$ cat src/rtl/spi_slave_pkg.sv
// Shared definitions for the SPI slave: FSM state encoding, byte width and
// the byte shifted out when the master clocks a byte we have nothing for.
package spi_slave_pkg;

   localparam int BYTE_W = 8;

   localparam logic [BYTE_W-1:0] UNDERRUN_FILL = 8'hFF;

   typedef enum logic {
      ST_IDLE   = 1'b0,
      ST_ACTIVE = 1'b1
   } spi_state_e;

endpackage

$ cat src/rtl/spi_rx_fifo.sv
// Receive byte FIFO for the SPI slave.
// Ports:
//   HCLK, HRESETn      system clock, async active-low reset
//   push_i, push_data_i write request and byte
//   pop_i              remove head (ignored when empty)
//   data_o             head byte, 0 when empty
//   level_o            occupancy 0..DEPTH
//   full_o, empty_o    status
// A push while full is accepted only if a pop happens in the same cycle.
module spi_rx_fifo
   import spi_slave_pkg::*;
#(
   parameter int DEPTH = 4
) (
   input  logic                         HCLK,
   input  logic                         HRESETn,
   input  logic                         push_i,
   input  logic [BYTE_W-1:0]            push_data_i,
   input  logic                         pop_i,
   output logic [BYTE_W-1:0]            data_o,
   output logic [$clog2(DEPTH+1)-1:0]   level_o,
   output logic                         full_o,
   output logic                         empty_o
);

   localparam int AW = $clog2(DEPTH);
   localparam int LW = $clog2(DEPTH + 1);

   logic [BYTE_W-1:0] mem_q [DEPTH];
   logic [AW-1:0]     wr_ptr_q;
   logic [AW-1:0]     rd_ptr_q;
   logic [LW-1:0]     level_q;
   logic              do_push;
   logic              do_pop;

   assign full_o  = (level_q == LW'(DEPTH));
   assign empty_o = (level_q == '0);
   assign do_pop  = pop_i && !empty_o;
   assign do_push = push_i && (!full_o || do_pop);

   assign data_o  = empty_o ? '0 : mem_q[rd_ptr_q];
   assign level_o = level_q;

   always_ff @(posedge HCLK) begin
      if (do_push) begin
         mem_q[wr_ptr_q] <= push_data_i;
      end
   end

   always_ff @(posedge HCLK or negedge HRESETn) begin
      if (!HRESETn) begin
         wr_ptr_q <= '0;
         rd_ptr_q <= '0;
         level_q  <= '0;
      end else begin
         if (do_push) begin
            wr_ptr_q <= wr_ptr_q + AW'(1);
         end
         if (do_pop) begin
            rd_ptr_q <= rd_ptr_q + AW'(1);
         end
         if (do_push && !do_pop) begin
            level_q <= level_q + LW'(1);
         end else if (!do_push && do_pop) begin
            level_q <= level_q - LW'(1);
         end
      end
   end

endmodule

$ cat src/rtl/spi_slave.sv
// SPI slave, CPHA 0, oversampled in the HCLK domain.
// Ports:
//   HCLK, HRESETn                  system clock, async active-low reset
//   SPI_CLK_i, SPI_SS_i, SPI_MOSI_i  SPI pins from the master (async)
//   SPI_MISO_o                     serial data out, MSB first
//   tx_data_i/tx_valid_i/tx_ready_o  one-byte TX holding register
//   rx_data_o/rx_valid_o/rx_ready_i  RX FIFO head
//   rx_level_o                     RX FIFO occupancy
//   overrun_o, underrun_o          sticky error flags, cleared by clear_i
//   frame_abort_o                  one-cycle pulse on SS release mid-byte
//
// state     | meaning
// ----------+------------------------------------------------------
// ST_IDLE   | SS high; MISO driven 0, waiting for SS falling edge
// ST_ACTIVE | SS low; sampling on leading, shifting on trailing edge
module spi_slave
   import spi_slave_pkg::*;
#(
   parameter bit CPOL     = 1'b0,
   parameter int RX_DEPTH = 4
) (
   input  logic              HCLK,
   input  logic              HRESETn,
   input  logic              SPI_CLK_i,
   input  logic              SPI_SS_i,
   input  logic              SPI_MOSI_i,
   output logic              SPI_MISO_o,
   input  logic [BYTE_W-1:0] tx_data_i,
   input  logic              tx_valid_i,
   output logic              tx_ready_o,
   output logic [BYTE_W-1:0] rx_data_o,
   output logic              rx_valid_o,
   input  logic              rx_ready_i,
   output logic [2:0]        rx_level_o,
   output logic              overrun_o,
   output logic              underrun_o,
   output logic              frame_abort_o,
   input  logic              clear_i
);

   logic sclk_s1_q, sclk_s2_q, sclk_s3_q;
   logic ss_s1_q, ss_s2_q, ss_s3_q;
   logic mosi_s1_q, mosi_s2_q;
   logic [2:0] settle_q;
   logic       ss_arm_q;

   spi_state_e        state_q, state_d;
   logic [2:0]        bit_cnt_q, bit_cnt_d;
   // Only seven bits are held: the eighth arrives on the push cycle itself.
   logic [6:0]        rx_shift_q, rx_shift_d;
   logic [BYTE_W-1:0] tx_shift_q, tx_shift_d;
   logic [BYTE_W-1:0] hold_q, hold_d;
   logic              hold_full_q, hold_full_d;
   logic              overrun_q, overrun_d;
   logic              underrun_q, underrun_d;
   logic              abort_q, abort_d;

   logic lead, trail, ss_fall, ss_rise;
   logic consume, under_set, over_set, push, pop;
   logic fifo_full, fifo_empty;

   always_ff @(posedge HCLK or negedge HRESETn) begin
      if (!HRESETn) begin
         sclk_s1_q <= CPOL;
         sclk_s2_q <= CPOL;
         sclk_s3_q <= CPOL;
         ss_s1_q   <= 1'b1;
         ss_s2_q   <= 1'b1;
         ss_s3_q   <= 1'b1;
         mosi_s1_q <= 1'b0;
         mosi_s2_q <= 1'b0;
         settle_q  <= '0;
         ss_arm_q  <= 1'b0;
      end else begin
         sclk_s1_q <= SPI_CLK_i;
         sclk_s2_q <= sclk_s1_q;
         sclk_s3_q <= sclk_s2_q;
         ss_s1_q   <= SPI_SS_i;
         ss_s2_q   <= ss_s1_q;
         ss_s3_q   <= ss_s2_q;
         mosi_s1_q <= SPI_MOSI_i;
         mosi_s2_q <= mosi_s1_q;
         settle_q  <= {settle_q[1:0], 1'b1};
         // The SS synchronizer resets to "high"; only a high level actually
         // seen on the pin after reset arms falling-edge detection, so a
         // frame interrupted by reset is never resumed mid-byte.
         ss_arm_q  <= ss_arm_q | (settle_q[2] & ss_s3_q);
      end
   end

   assign lead    = (sclk_s2_q != CPOL) && (sclk_s3_q == CPOL);
   assign trail   = (sclk_s2_q == CPOL) && (sclk_s3_q != CPOL);
   assign ss_fall = ss_arm_q && ss_s3_q && !ss_s2_q;
   assign ss_rise = ss_s2_q && !ss_s3_q;

   assign rx_valid_o = !fifo_empty;
   assign pop        = rx_valid_o && rx_ready_i;
   assign over_set   = push && fifo_full && !pop;

   always_comb begin
      state_d     = state_q;
      bit_cnt_d   = bit_cnt_q;
      rx_shift_d  = rx_shift_q;
      tx_shift_d  = tx_shift_q;
      hold_d      = hold_q;
      hold_full_d = hold_full_q;
      abort_d     = 1'b0;
      push        = 1'b0;
      consume     = 1'b0;
      under_set   = 1'b0;

      if (tx_valid_i && !hold_full_q) begin
         hold_d      = tx_data_i;
         hold_full_d = 1'b1;
      end

      case (state_q)
         ST_IDLE: begin
            if (ss_fall) begin
               state_d   = ST_ACTIVE;
               bit_cnt_d = '0;
               consume   = 1'b1;
            end
         end
         ST_ACTIVE: begin
            if (ss_rise) begin
               state_d   = ST_IDLE;
               bit_cnt_d = '0;
               abort_d   = (bit_cnt_q != 3'd0);
            end else if (lead) begin
               rx_shift_d = {rx_shift_q[5:0], mosi_s2_q};
               bit_cnt_d  = bit_cnt_q + 3'd1;
               push       = (bit_cnt_q == 3'd7);
            end else if (trail) begin
               if (bit_cnt_q == 3'd0) begin
                  consume = 1'b1;
               end else begin
                  tx_shift_d = {tx_shift_q[6:0], 1'b0};
               end
            end
         end
         default: state_d = ST_IDLE;
      endcase

      // A consume only ever sees a full holding register when no load is
      // in flight, so clearing hold_full here cannot lose a new byte.
      if (consume) begin
         if (hold_full_q) begin
            tx_shift_d  = hold_q;
            hold_full_d = 1'b0;
         end else begin
            tx_shift_d = UNDERRUN_FILL;
            under_set  = 1'b1;
         end
      end
   end

   assign overrun_d  = (overrun_q & ~clear_i) | over_set;
   assign underrun_d = (underrun_q & ~clear_i) | under_set;

   always_ff @(posedge HCLK or negedge HRESETn) begin
      if (!HRESETn) begin
         state_q     <= ST_IDLE;
         bit_cnt_q   <= '0;
         rx_shift_q  <= '0;
         tx_shift_q  <= '0;
         hold_q      <= '0;
         hold_full_q <= 1'b0;
         overrun_q   <= 1'b0;
         underrun_q  <= 1'b0;
         abort_q     <= 1'b0;
      end else begin
         state_q     <= state_d;
         bit_cnt_q   <= bit_cnt_d;
         rx_shift_q  <= rx_shift_d;
         tx_shift_q  <= tx_shift_d;
         hold_q      <= hold_d;
         hold_full_q <= hold_full_d;
         overrun_q   <= overrun_d;
         underrun_q  <= underrun_d;
         abort_q     <= abort_d;
      end
   end

   assign SPI_MISO_o    = (state_q == ST_ACTIVE) ? tx_shift_q[7] : 1'b0;
   assign tx_ready_o    = !hold_full_q;
   assign overrun_o     = overrun_q;
   assign underrun_o    = underrun_q;
   assign frame_abort_o = abort_q;

   spi_rx_fifo #(
      .DEPTH (RX_DEPTH)
   ) u_rx_fifo (
      .HCLK        (HCLK),
      .HRESETn     (HRESETn),
      .push_i      (push),
      .push_data_i ({rx_shift_q, mosi_s2_q}),
      .pop_i       (pop),
      .data_o      (rx_data_o),
      .level_o     (rx_level_o),
      .full_o      (fifo_full),
      .empty_o     (fifo_empty)
   );

endmodule

$ cat config.mk
export PLATFORM = sky130hd
export DESIGN_NAME = spi_slave
export DESIGN_NICKNAME = d
export VERILOG_FILES = /design/src/rtl/spi_slave_pkg.sv /design/src/rtl/spi_rx_fifo.sv /design/src/rtl/spi_slave.sv
export SDC_FILE = /design/constraint.sdc
export NUM_CORES = 1
export LEC_CHECK = 0
export CAP_MARGIN = 30
export CORE_UTILIZATION = 40
export DETAILED_ROUTE_END_ITERATION = 8
export PLACE_DENSITY_LB_ADDON = 0.08
export REMOVE_ABC_BUFFERS = 1
export SETUP_SLACK_MARGIN = 0.1
export SLEW_MARGIN = 20
export SYNTH_ARGS = -nofsm -noshare
export SYNTH_HDL_FRONTEND = slang
export SYNTH_SLANG_ARGS = --single-unit
$ cat constraint.sdc
create_clock -name HCLK -period 3.2 [get_ports HCLK]
set_clock_uncertainty 0.1 [all_clocks]
set_input_delay 0.32 -clock HCLK [delete_from_list [all_inputs] [get_ports HCLK]]
set_output_delay 0.32 -clock HCLK [all_outputs]
set_load 0.03 [all_outputs]
==> impl_metrics.ini, run 1 <==
[drt]
viasPerCell = 4.92
wire_per_inst_um = 15.5
drtIter0Drc = 71
routed_wirelength_um = 5620
wl_met1_um = 2790
drt_pass1_iterations = 4
wl_met3_um = 210
vias = 1780
routed.top_layer = met4
drtAntennaViolNets = 0
wl_met2_um = 2560
post-route-drc-count = 0

[power_and_ir_drop]
vdd_drop_max_mv = 0.402
p_leak_uw = 0.00157
power_per_cell_area_nw_per_um2 = 813
fin_total_pwr_uw = 3250

[sta]
period_share_pct = 89.2
fin_setup_tns_ns = 0
min_period_ns = 2.85
finalSetupViolations = 0
rsz0062_at_grt = no
relSlewSlack_pct = 50.1
max_freq_ghz = 0.350
worst_slew_pin_slew_ns = 0.748
hold_violations = 0
maxSlewViolCount = 0

[clock_network]
worstSkewPairLatency_ns = 0.34
cts_tree = done
clk_transition_reported_paths_ns = 0.08
cts_setup_buffers = 0
cts_buffers = 9
htree_levels = 3
cts.path.max_buffers = 2
cts.sinks = 82
root_buffer = clkbuf_8

[run_status]
outcome = completed

[critical_path]
arrival_ns = 2.43
critPathCaptureType = output port
start_kind = flip-flop
crit_type = flip-flop to output port
crit_fanout = 10
required_ns = 2.78

[logic_synthesis]
netlist_area_sq_um = 3330
syn_avg_cell_area_sq_um = 15.5
synth-seq-cells = 82
synth_warnings = 0
syn_inst = 215
yosysUniqueCellTypes = 36
seq_area_frac_synth_pct = 66.5

[floorplan]
die_x_um = 93.3
io_pins = 33
die_area_sq_um = 8700
start_util_pct = 42.3
core_area_sq_um = 7890
row_count = 32
die_y_um = 93.3

[global_route]
overflow = 0
track_usage_pct = 14.9
grt_pass1_wl_um = 9600
grt_pass1_vias = 1847
antenna_found_initial = 0
grt_max_degree = 28

[place]
dp_hpwl_um = 3840
port_buffers = 32
routabilityCongestion = 0.740
placed_cell_area_sq_um = 3770

[flow_run]
drv_cap = 0

[layout]
nets = 280
final_util_pct = 50.7
syn_to_final_growth_pct = 20.0
design_area_sq_um = 4000
drive_gt1_share_pct = 16.5
num_antenna_cells = 0

[hold_path]
hold_class = flip-flop to flip-flop
==> power by group <==
| group | switching [uW] | total [uW] | internal (uW) |
|---|---|---|---|
| clock network | 363 | 762 | 399 |
| registers | 215 | 1530 | 1320 |
| logic | 449 | 957 | 508 |
| total | 1030 | 3250 | 2230 |
==> through the flow <==
step	hold slack [ns]	instances	setup WS [ns]
after floorplan	-0.0756	207	0.569
after global placement	0.233	345	0.592
after detailed placement	0.236	345	0.503
after CTS	0.256	362	0.273
after global routing	0.258	362	0.182
final	0.253	362	0.345
==> cells in the mapped netlist (all sizes together) <==
| cell | instances | area, sq um |
|---|---|---|
| dfrtp | 47 | 1180 |
| edfxtp | 32 | 961 |
| mux2 | 18 | 203 |
| and2 | 14 | 87.6 |
| nand2b | 10 | 62.6 |
| a22o | 9 | 78.8 |
| nor2 | 9 | 33.8 |
| ha | 8 | 100 |
| mux4 | 8 | 180 |
| o21ai | 8 | 40.0 |
| inv | 7 | 26.3 |
| clkbuf | 6 | 22.5 |
| nand2 | 5 | 18.8 |
| xnor2 | 4 | 35.0 |
| dfstp | 3 | 78.8 |
| nor2b | 3 | 18.8 |
| a21o | 2 | 15.0 |
| buf | 2 | 10.0 |
| nand4bb | 2 | 22.5 |
| nor3b | 2 | 26.3 |
| o2bb2ai | 2 | 17.5 |
| xor2 | 2 | 17.5 |
| a21boi | 1 | 7.51 |
| a32o | 1 | 10.0 |
| conb | 1 | 3.75 |
| fa | 1 | 20.0 |
| nand3 | 1 | 5.00 |
| nand3b | 1 | 7.51 |
| nand4b | 1 | 8.76 |
| nor4b | 1 | 8.76 |
| o21a | 1 | 7.51 |
| o32ai | 1 | 8.76 |
| or3 | 1 | 6.26 |
| or3b | 1 | 8.76 |
==> worst paths after layout <==
path                                              startpoint                           endpoint  slack, ns  depth (start not counted)
max                        u_rx_fifo.rd_ptr_q[0]$_DFFE_PN0P_                       rx_data_o[0]       0.35                          3
min                                      sclk_s1_q$_DFF_PN0_                sclk_s2_q$_DFF_PN0_       0.25                          0
max reg2reg                                ss_s3_q$_DFF_PN1_   u_rx_fifo.level_o[2]$_DFFE_PN0P_       0.51                          9
min reg2reg                              sclk_s1_q$_DFF_PN0_                sclk_s2_q$_DFF_PN0_       0.25                          0
max in group asynchronous                            HRESETn                  ss_s3_q$_DFF_PN1_       1.80                          3
min in group asynchronous                            HRESETn  u_rx_fifo.rd_ptr_q[1]$_DFFE_PN0P_       0.41                          2
==> metal layers <==
metal | vias up | GRT usage, %
met2 | 28 | 22.0
met4 | 0 | 3.85
met3 | 6 | 5.20
met1 | 893 | 21.2
met5 | - | 0
li1 | 853 | -
==> critical path, stage by stage (launching register included) <==
cell,delay (ns)
dfrtp_1,0.75
mux4_2,0.57
and2_1,0.18
clkdlybuf4s50_1,0.60
==> area by class of cell <==
type                       count  area, sq um
clock buffer                  12          188
clock inverter                 4         30.0
fill                         668         3880
inverter                       7         26.3
multi-input combinational    118         1060
sequential                    82         2220
tap                          102          128
timing repair buffer          37          355
==> kinds of logic (layout without fill, tap and decap cells) <==
kind of cell    count (synthesis)  after routing  share of synthesized area (%)
other cells                     1              1                          0.112
fa+ha+maj                       9              9                           3.60
compound gates                 25             25                           5.55
xor+xnor                        6              6                           1.58
simple gates                   51             51                           9.46
flops                          82             82                           66.5
mux                            26             26                           11.5
buf+inv                        15             60                           1.76
==> flip-flops by register name, summed over array words and instances, names as in the netlist, 2 cells and up <==
signal and flops:
u_rx_fifo.wr_ptr_q 2, bit_cnt_q 3, u_rx_fifo.level_o 3, tx_shift_q 8, settle_q 3, rx_shift_q 7
u_rx_fifo.mem_q 32, hold_q 8, u_rx_fifo.rd_ptr_q 2
==> cell usage in the layout (no fill, tap or decap), types with 3 or more instances in the layout <==
cell type,count
mux2_2,10
mux4_2,8
ha_1,8
a22o_1,9
buf_4,4
dfrtp_1,47
mux2_1,8
clkbuf_8,10
dfstp_2,3
clkdlybuf4s50_1,31
edfxtp_1,32
o21ai_0,8
nor2b_1,3
xnor2_1,4
nand2_1,5
nor2_1,9
inv_1,7
and2_1,14
nand2b_1,10
==> repair_timing <==
action / in CTS / in global routing
setup endpoints to repair: 0 / 0
resized for setup: 0 / 0
endpoints found under the hold margin: 26 / 0
hold buffers: 1 / 0
Power figures use the tool's default switching activity.
==> run 2, diff against run 1 <==
--- a/config.mk
+++ b/config.mk
@@ -6,7 +6,9 @@
 export NUM_CORES = 1
 export LEC_CHECK = 0
 export CAP_MARGIN = 30
+export CORE_MARGIN = 1
 export CORE_UTILIZATION = 40
+export CTS_CLUSTER_SIZE = 16
 export DETAILED_ROUTE_END_ITERATION = 8
 export PLACE_DENSITY_LB_ADDON = 0.08
 export REMOVE_ABC_BUFFERS = 1
==> results of run 2 <==
The final DEF is identical to that of run 1; final timing and power are the same.
==> run 3, diff against run 2 <==
--- a/config.mk
+++ b/config.mk
@@ -11,8 +11,9 @@
 export CTS_CLUSTER_SIZE = 16
 export DETAILED_ROUTE_END_ITERATION = 8
 export PLACE_DENSITY_LB_ADDON = 0.08
+export RECOVER_POWER = 25
 export REMOVE_ABC_BUFFERS = 1
-export SETUP_SLACK_MARGIN = 0.1
+export SETUP_SLACK_MARGIN = 0.05
 export SLEW_MARGIN = 20
 export SYNTH_ARGS = -nofsm -noshare
 export SYNTH_HDL_FRONTEND = slang
==> constraint.sdc (replaced) <==
create_clock -name HCLK -period 3.4 [get_ports HCLK]
set_clock_uncertainty 0.1 [all_clocks]
set_input_delay 0.34 -clock HCLK [delete_from_list [all_inputs] [get_ports HCLK]]
set_output_delay 0.34 -clock HCLK [all_outputs]
set_load 0.03 [all_outputs]
==> impl_metrics.ini, run 3 (synthesis results as in run 1) <==
[drt]
wl_met3_um = 222
post-route-drc-count = 0
routed_wirelength_um = 5730
wl_met1_um = 2820
drt_pass1_iterations = 4
wl_met2_um = 2610
routed.top_layer = met4
vias = 1815
drtAntennaViolNets = 0
drtIter0Drc = 111
wire_per_inst_um = 15.9
viasPerCell = 5.03

[sta]
hold_violations = 0
worst_slew_pin_slew_ns = 1.19
rsz0062_at_grt = no
period_share_pct = 84.4
fin_setup_tns_ns = 0
maxSlewViolCount = 0
max_freq_ghz = 0.348
min_period_ns = 2.87
relSlewSlack_pct = 20.7
finalSetupViolations = 0

[floorplan]
die_x_um = 93.3
die_area_sq_um = 8700
io_pins = 33
start_util_pct = 42.3
core_area_sq_um = 7890
row_count = 32
die_y_um = 93.3

[critical_path]
reg2reg_depth = 9
crit_type = flip-flop to output port
critPathSlowestCell = dfrtp_1
required_ns = 2.96
r2r_slack_ns = 0.56
arrival_ns = 2.43
rr_startpoint = ss_s3_q$_DFF_PN1_
path_cells = mux4_2, and2_1, clkdlybuf4s50_1
max_stage_delay_ns = 0.74
critical-path-top-delay-family = flip-flops
crit_fanout = 10
reg2reg_to = u_rx_fifo.level_o[2]$_DFFE_PN0P_
critPathCaptureType = output port
crit_buf_inv = 1
start_kind = flip-flop

[clock_network]
worstSkewPairLatency_ns = 0.34
cts.sinks = 82
cts_buffers = 9
clk_transition_reported_paths_ns = 0.08
root_buffer = clkbuf_8
cts_tree = done
cts.path.max_buffers = 2
htree_levels = 3

[place]
routabilityCongestion = 0.769
dp_cells = 344
port_buffers = 32
placed_cell_area_sq_um = 3770
dp_hpwl_um = 3850

[layout]
filler_cell_count = 691
final_cell_mix = dfrtp_1, edfxtp_1, clkdlybuf4s50_1
layout_commonest_cell = dfrtp_1
largest_register_ffs = 32
top_register = u_rx_fifo.mem_q
nets = 279
top_regs = u_rx_fifo.mem_q x32, hold_q x8, tx_shift_q x8
instances_no_fill = 361
syn_to_final_growth_pct = 19.5
design_area_sq_um = 3990
final_util_pct = 50.5
drive_gt1_share_pct = 13.9
num_antenna_cells = 0

[flow_run]
drv_cap = 0

[global_route]
overflow = 0
grt_pass1_wl_um = 9430
antenna_found_initial = 0
grt_max_degree = 31
grt_pass1_vias = 1831
track_usage_pct = 14.9

[hold_path]
min-delay-start = mosi_s1_q$_DFF_PN0_
hold_class = flip-flop to flip-flop
worstHoldPathCells = 0
worstHoldEndpoint = mosi_s2_q$_DFF_PN0_

[power_and_ir_drop]
power.internal_uw = 2120
comb_power_share_pct = 29.2
p_leak_uw = 0.00156
sequentialPowerShare_pct = 46.9
p_sw_share_pct = 31.1
p_switching_uw = 958
vdd_drop_max_mv = 0.361
power_per_cell_area_nw_per_um2 = 773
fin_total_pwr_uw = 3080
p_clk_share_pct = 23.9

[run_status]
outcome = completed
[run 3: cell count changes in the layout (fill, tap and decap cells not counted), sizes merged]
cell	change
clkbuf	+3
clkdlybuf4s50	-3
dlygate4sd3	+3
buf	-2
clkinv	-2
bufinv	+1
clkinvlp	-1
[run 3: what timing repair did]
action / in CTS / in global routing
setup endpoints to repair: 0 / 0
setup buffers: 0 / 0
hold buffers: 1 / 0
hold endpoints to repair: 20 / 0
resized for setup: 0 / 0
[run 3: worst max-delay path by stage]
stage	endpoint	depth (start not counted)	startpoint	slack, ns
global placement	u_rx_fifo.level_o[2]$_DFFE_PN0P_	9	ss_s3_q$_DFF_PN1_	0.64
finish	rx_data_o[4]	3	u_rx_fifo.rd_ptr_q[0]$_DFFE_PN0P_	0.53
floorplan	u_rx_fifo.level_o[2]$_DFFE_PN0P_	9	ss_s3_q$_DFF_PN1_	0.77
detailed placement	u_rx_fifo.level_o[2]$_DFFE_PN0P_	9	ss_s3_q$_DFF_PN1_	0.57
CTS	rx_data_o[0]	3	u_rx_fifo.rd_ptr_q[0]$_DFFE_PN0P_	0.44
global route	rx_data_o[0]	3	u_rx_fifo.rd_ptr_q[0]$_DFFE_PN0P_	0.37
[run 3: metal layers]
metal  track usage [%]  up-vias
met5                 0        -
met4              5.38        0
met3              4.63        7
met2              21.2       30
met1              21.3      923
li1                  -      855
[run 3: through the flow]
stage / setup slack [ns] / hold slack [ns]
after detailed placement: 0.571 / 0.238
after global placement: 0.637 / 0.234
after floorplan: 0.769 / -0.0556
after CTS: 0.444 / 0.257
after global routing: 0.373 / 0.259
final: 0.530 / 0.253
[run 3: layout make-up]
cell class / instances / area (sq um) / area share (%)
clock buffer: 14 / 174 / 4.36
clock inverter: 2 / 35.0 / 0.879
inverter: 7 / 26.3 / 0.659
multi-input combinational: 118 / 1060 / 26.6
sequential: 82 / 2220 / 55.6
tap: 102 / 128 / 3.20
timing repair buffer: 36 / 347 / 8.70
[run 3: power by group through the flow]
stage | Clock [uW] | Combinational [uW] | Sequential (uW)
after global routing | 804 | 974 | 1480
after floorplan | 0 | 569 | 1440
after detailed placement | 0 | 912 | 1470
final | 736 | 901 | 1440
after CTS | 759 | 918 | 1450
after global placement | 0 | 902 | 1470
==> RTL edit 1, RTL diff (config.mk and constraints of run 1) <==
Make the reset (`HRESETn`) synchronous in 3 clocked blocks. Comments in the files are not updated.
--- a/src/rtl/spi_rx_fifo.sv
+++ b/src/rtl/spi_rx_fifo.sv
@@ -47,7 +47,7 @@
       end
    end
 
-   always_ff @(posedge HCLK or negedge HRESETn) begin
+   always_ff @(posedge HCLK) begin
       if (!HRESETn) begin
          wr_ptr_q <= '0;
          rd_ptr_q <= '0;
--- a/src/rtl/spi_slave.sv
+++ b/src/rtl/spi_slave.sv
@@ -59,7 +59,7 @@
    logic consume, under_set, over_set, push, pop;
    logic fifo_full, fifo_empty;
 
-   always_ff @(posedge HCLK or negedge HRESETn) begin
+   always_ff @(posedge HCLK) begin
       if (!HRESETn) begin
          sclk_s1_q <= CPOL;
          sclk_s2_q <= CPOL;
@@ -158,7 +158,7 @@
    assign overrun_d  = (overrun_q & ~clear_i) | over_set;
    assign underrun_d = (underrun_q & ~clear_i) | under_set;
 
-   always_ff @(posedge HCLK or negedge HRESETn) begin
+   always_ff @(posedge HCLK) begin
       if (!HRESETn) begin
          state_q     <= ST_IDLE;
          bit_cnt_q   <= '0;
Formal check against the unedited RTL: differs if HRESETn is asserted again (counterexample within 4 cycles, from zero or initial values and one cycle with HRESETn low); with HRESETn held inactive, the same outputs for 10 cycles.
==> RTL edit 1 against run 1 <==
Synthesized area rose by 4.6%. Routed wire length barely moved. Critical path depth did not move. Worst setup slack improved by 0.092 ns. Sequential cell count rose by 2. Global-route usage fell by 0.89 points. Register-to-register slack improved by 0.14 ns. Synthesized cell count rose by 37%. Design area rose by 1.0%. Count of clock-buffer cells in the layout fell by 2.
Power is not compared: it rests on default switching activity, and its combinational part moved more than twofold at a synthesized area within 25%.
==> RTL edit 1: results (changes against run 1) <==
.. list-table::
   :header-rows: 1

   * - Metric
     - Value
   * - Initial DRC count
     - 68 (was 71)
   * - Start point of the worst min-delay path
     - ss_s1_q$_SDFF_PN1_ (was sclk_s1_q$_DFF_PN0_)
   * - Via total after detailed routing
     - 2,069 (was 1,780)
   * - Total placed cells including tap cells
     - 418 (was 345)
   * - Fraction of final layout cells sized beyond drive strength 1
     - 11.9% (was 16.5%)
   * - Master of the slowest instance on the critical path
     - dfxtp_1 (was dfrtp_1)
   * - Mean number of vias per cell
     - 4.77 (was 4.92)
   * - Maximum number of pins on one net before global-route repair
     - 54 (was 28)
   * - Instance area after placement
     - 0.00387 mm2 (was 0.00377 mm2)
   * - XOR/XNOR Fraction of Synth Area
     - 1.00% (was 1.58%)
   * - Biggest fanout along the worst timing path
     - 8 (was 10)
   * - Crit path DAT
     - 2.34 ns (was 2.43 ns)
   * - Mean post-synth cell area
     - 11.8 um2 (was 15.5 um2)
   * - Share of flip-flops with an asynchronous set or reset after synthesis
     - 0% (was 61.0%)
   * - Synth Area in Compound Gates
     - 9.51% (was 5.55%)
   * - Detail Placement HPWL
     - 3700 um (was 3840 um)
   * - Total routing resource utilization after global routing
     - 14.0% (was 14.9%)
   * - Crit-path max cell delay
     - 0.67 ns (was 0.75 ns)
   * - Status
     - complete, no violations (unchanged)
   * - Worst relative slew slack
     - 58.1% (was 50.1%)
   * - RD Place Congestion
     - 0.688 (was 0.740)
   * - Post-synth cell types
     - 40 (was 36)
   * - DR WL/cell
     - 13.0 um (was 15.5 um)
   * - Leading cell types by total area after synthesis
     - dfxtp_1 (30%), edfxtp_1 (28%), nand2_1 (5.5%) (was dfrtp_1 (35%), edfxtp_1 (29%), mux4_2 (5.4%))
   * - Share of synthesized area occupied by flip-flops and latches
     - 57.4% (was 66.5%)
-- RTL edit 1: changes by cell type after synthesis, sizes merged, moves of 8 or more --
cell and delta:
a21oi +10, dfrtp -47, dfxtp +52, and2 +12, o21a +8, a21boi +15
inv +10, a22o -9, nor2 -8, mux2i +10, mux2 -18, nand2 +46
-- RTL edit 1: per-layer routing --
metal	vias up	global-route usage (%)	routed length, um
li1	1062	-	-
met1	972	17.8	2690
met2	28	22.7	2710
met3	7	3.11	147
met4	0	6.72	79
met5	-	0	0
-- RTL edit 1: power breakdown --
part           switching (mW)  leakage, nW  internal, mW
Combinational          0.0534        0.632        0.0552
Sequential             0.0166        0.714          1.12
Clock                   0.372       0.0761         0.280
-- RTL edit 1: worst paths after layout --
| kind | to | slack, ns | cells past startpoint |
|---|---|---|---|
| max | rx_data_o[2] | 0.44 | 3 |
| min | ss_s2_q$_SDFF_PN1_ | 0.31 | 1 |
| max reg2reg | u_rx_fifo.level_o[2]$_SDFFE_PN0P_ | 0.65 | 9 |
| min reg2reg | ss_s2_q$_SDFF_PN1_ | 0.31 | 1 |
-- RTL edit 1: layout make-up --
cell class | count | area [um2] | area share [%]
Sequential cell | 84 | 2000 | 49.5
Multi-Input combinational cell | 179 | 1350 | 33.4
Timing Repair Buffer | 33 | 328 | 8.11
Tap cell | 105 | 131 | 3.25
Clock buffer | 10 | 128 | 3.16
Inverter | 17 | 63.8 | 1.58
Clock inverter | 6 | 41.3 | 1.02
-- RTL edit 1: per-stage QoR --
stage	power [mW]	setup WS [ns]
after floorplan	1.22	0.584
after global placement	1.27	0.475
after detailed placement	1.27	0.414
after CTS	1.92	0.356
after global routing	1.97	0.267
final	1.90	0.437
==> RTL edit 2, RTL diff (flow settings as in run 1) <==
Made on the original files. `CPOL`: 1'b0 -> 1'b1.
--- a/src/rtl/spi_slave.sv
+++ b/src/rtl/spi_slave.sv
@@ -16,7 +16,7 @@
 module spi_slave
    import spi_slave_pkg::*;
 #(
-   parameter bit CPOL     = 1'b0,
+   parameter bit CPOL     = 1'b1,
    parameter int RX_DEPTH = 4
 ) (
    input  logic              HCLK,
Behaviour: not the same (a bounded check fails within 10 cycles, from zero or initial values and one cycle with HRESETn low).
==> RTL edit 2 against run 1 <==
Maximum frequency is 1.5% higher. Design area is 0.59% lower. Utilization is 0.30 points lower. Non-clock buffer count is 2 higher. Count of clock-buffer cells in the layout is 2 lower. Sequential cell count stayed put. Routed wire length is 3.7% lower. Worst setup slack better by 0.042 ns. Total power is 4.0% lower. Final cell count is 0.55% higher. Critical path type is now flop to flop. Synthesized area is 0.11% higher. Sequential share of layout area is 0.42 points higher.
==> RTL edit 2: results (changes against run 1) <==
.. list-table::
   :header-rows: 1

   * - Metric
     - Value
   * - Status
     - complete, no violations (unchanged)
   * - Min-Delay Path Depth
     - 0 (unchanged)
   * - Worst min-delay path endpoint
     - settle_q[1]$_DFF_PN0_ (was sclk_s2_q$_DFF_PN0_)
   * - DR WL met3
     - 156 um (was 210 um)
   * - Initial DRC count
     - 42 (was 71)
   * - Detail Placement HPWL
     - 3690 um (was 3840 um)
   * - Crit path DAT
     - 2.98 ns (was 2.43 ns)
   * - First-pass GRT wire length
     - 9240 um (was 9600 um)
   * - P_leak
     - 1.55 nW (was 1.57 nW)
   * - Synth Area in Compound Gates
     - 5.55% (about the same)
   * - Fraction of final layout cells sized beyond drive strength 1
     - 17.2% (was 16.5%)
   * - Placement-stage worst setup slack
     - 0.387 ns (was 0.503 ns)
   * - Leading cell types by total area after synthesis
     - dfrtp_1 (33%), edfxtp_1 (29%), mux4_2 (5.4%) (was dfrtp_1 (35%), edfxtp_1 (29%), mux4_2 (5.4%))
   * - Share of synthesized area occupied by flip-flops and latches
     - 66.5% (about the same)
   * - Biggest fanout along the worst timing path
     - 8 (was 10)
   * - XOR/XNOR Fraction of Synth Area
     - 1.57% (was 1.58%)
   * - Total routing resource utilization after global routing
     - 14.3% (was 14.9%)
   * - DR WL/cell
     - 14.9 um (was 15.5 um)
   * - Max Root-Sink Buffers
     - 2 (unchanged)
   * - Met2 wire len
     - 2650 um (was 2560 um)
   * - Maximum number of pins on one net before global-route repair
     - 27 (was 28)
   * - Start point of the worst min-delay path
     - settle_q[0]$_DFF_PN0_ (was sclk_s1_q$_DFF_PN0_)
   * - Peak supply drop
     - 0.000344 V (was 0.000402 V)
   * - Mean number of vias per cell
     - 4.95 (was 4.92)
   * - RD Place Congestion
     - 0.788 (was 0.740)
   * - Filler cell count in the final layout
     - 689 (was 668)
   * - Adder and majority cell fraction of the synthesized area
     - 3.60% (about the same)
   * - Number of nets at the end of the flow
     - 282 (was 280)
   * - Number of global-route vias before repair
     - 1,859 (was 1,847)
   * - Post-synth cell types
     - 36 (unchanged)
   * - Top cells by count, synth
     - dfrtp_1 (44), edfxtp_1 (32), and2_1 (14), mux2_2 (10), nand2b_1 (10) (was dfrtp_1 (47), edfxtp_1 (32), and2_1 (14), mux2_2 (10), nand2b_1 (10))
   * - Total routed wire length on the met1 layer
     - 2510 um (was 2790 um)
   * - Switching power
     - 1.01 mW (was 1.03 mW)
RTL edit 2: cell types whose count changed after synthesis, sizes merged:
| cell | delta |
|---|---|
| dfstp | +3 |
| dfrtp | -3 |
RTL edit 2: per-layer routing:
layer / global-route usage [%] / vias to the layer above
li1: - / 859
met1: 18.2 / 904
met2: 23.0 / 30
met3: 2.93 / 9
met4: 7.18 / 0
met5: 0 / -
RTL edit 2: power by group through the flow:
stage	registers (mW)	clock network [mW]	logic [mW]
3_3_place_gp	1.56	0	0.966
5_1_grt	1.57	0.694	1.05
3_5_place_dp	1.55	0	0.976
4_1_cts	1.53	0.652	0.978
2_1_floorplan	1.53	0	0.605
6_report	1.53	0.629	0.966
RTL edit 2: final cells by class:
| type | count | share of cell area [%] |
|---|---|---|
| timing repair buffer | 39 | 9.62 |
| clock buffer | 10 | 3.21 |
| clock inverter | 6 | 0.881 |
| multi-input combinational | 118 | 26.6 |
| tap | 102 | 3.21 |
| inverter | 7 | 0.660 |
| sequential | 82 | 55.8 |
RTL edit 2: metrics by stage:
stage	hold WS, ns	total power, mW	cell area [um2]	util, %	std cells
3_5_place_dp	0.235	2.53	3810	48.3	347
2_1_floorplan	-0.0756	2.14	3310	-	207
6_report	0.251	3.12	3980	50.4	364
5_1_grt	0.260	3.31	3980	50.4	364
3_3_place_gp	0.233	2.52	3790	48.0	346
4_1_cts	0.253	3.16	3980	50.4	364
RTL edit 2: worst max-delay path by stage:
stage          cells after the start  slack, ns                              start                          endpoint
5_1_grt                            9       0.15                  ss_s3_q$_DFF_PN1_  u_rx_fifo.level_o[2]$_DFFE_PN0P_
4_1_cts                            3       0.33  u_rx_fifo.rd_ptr_q[0]$_DFFE_PN0P_                      rx_data_o[0]
3_5_place_dp                       9       0.39                  ss_s3_q$_DFF_PN1_  u_rx_fifo.level_o[2]$_DFFE_PN0P_
2_1_floorplan                      9       0.57                  ss_s3_q$_DFF_PN1_  u_rx_fifo.level_o[2]$_DFFE_PN0P_
3_3_place_gp                       9       0.43                  ss_s3_q$_DFF_PN1_  u_rx_fifo.level_o[2]$_DFFE_PN0P_
6_report                           9       0.39                  ss_s3_q$_DFF_PN1_  u_rx_fifo.level_o[2]$_DFFE_PN0P_
RTL edit 2: worst max-delay path: stages (launching register included):
cell	delay, ns
dfstp_2	0.56
nor2b_1	0.06
or3b_1	0.56
nor3b_4	0.36
ha_1	0.24
inv_1	0.06
fa_1	0.37
xor2_1	0.17
nor2_1	0.11
xor2_1	0.15
RTL edit 2: timing repair:
| action | 4_1_cts | 5_1_grt |
|---|---|---|
| hold buffers | 1 | 0 |
| gates resized for setup | 0 | 0 |
| endpoints found under the hold margin | 19 | 0 |
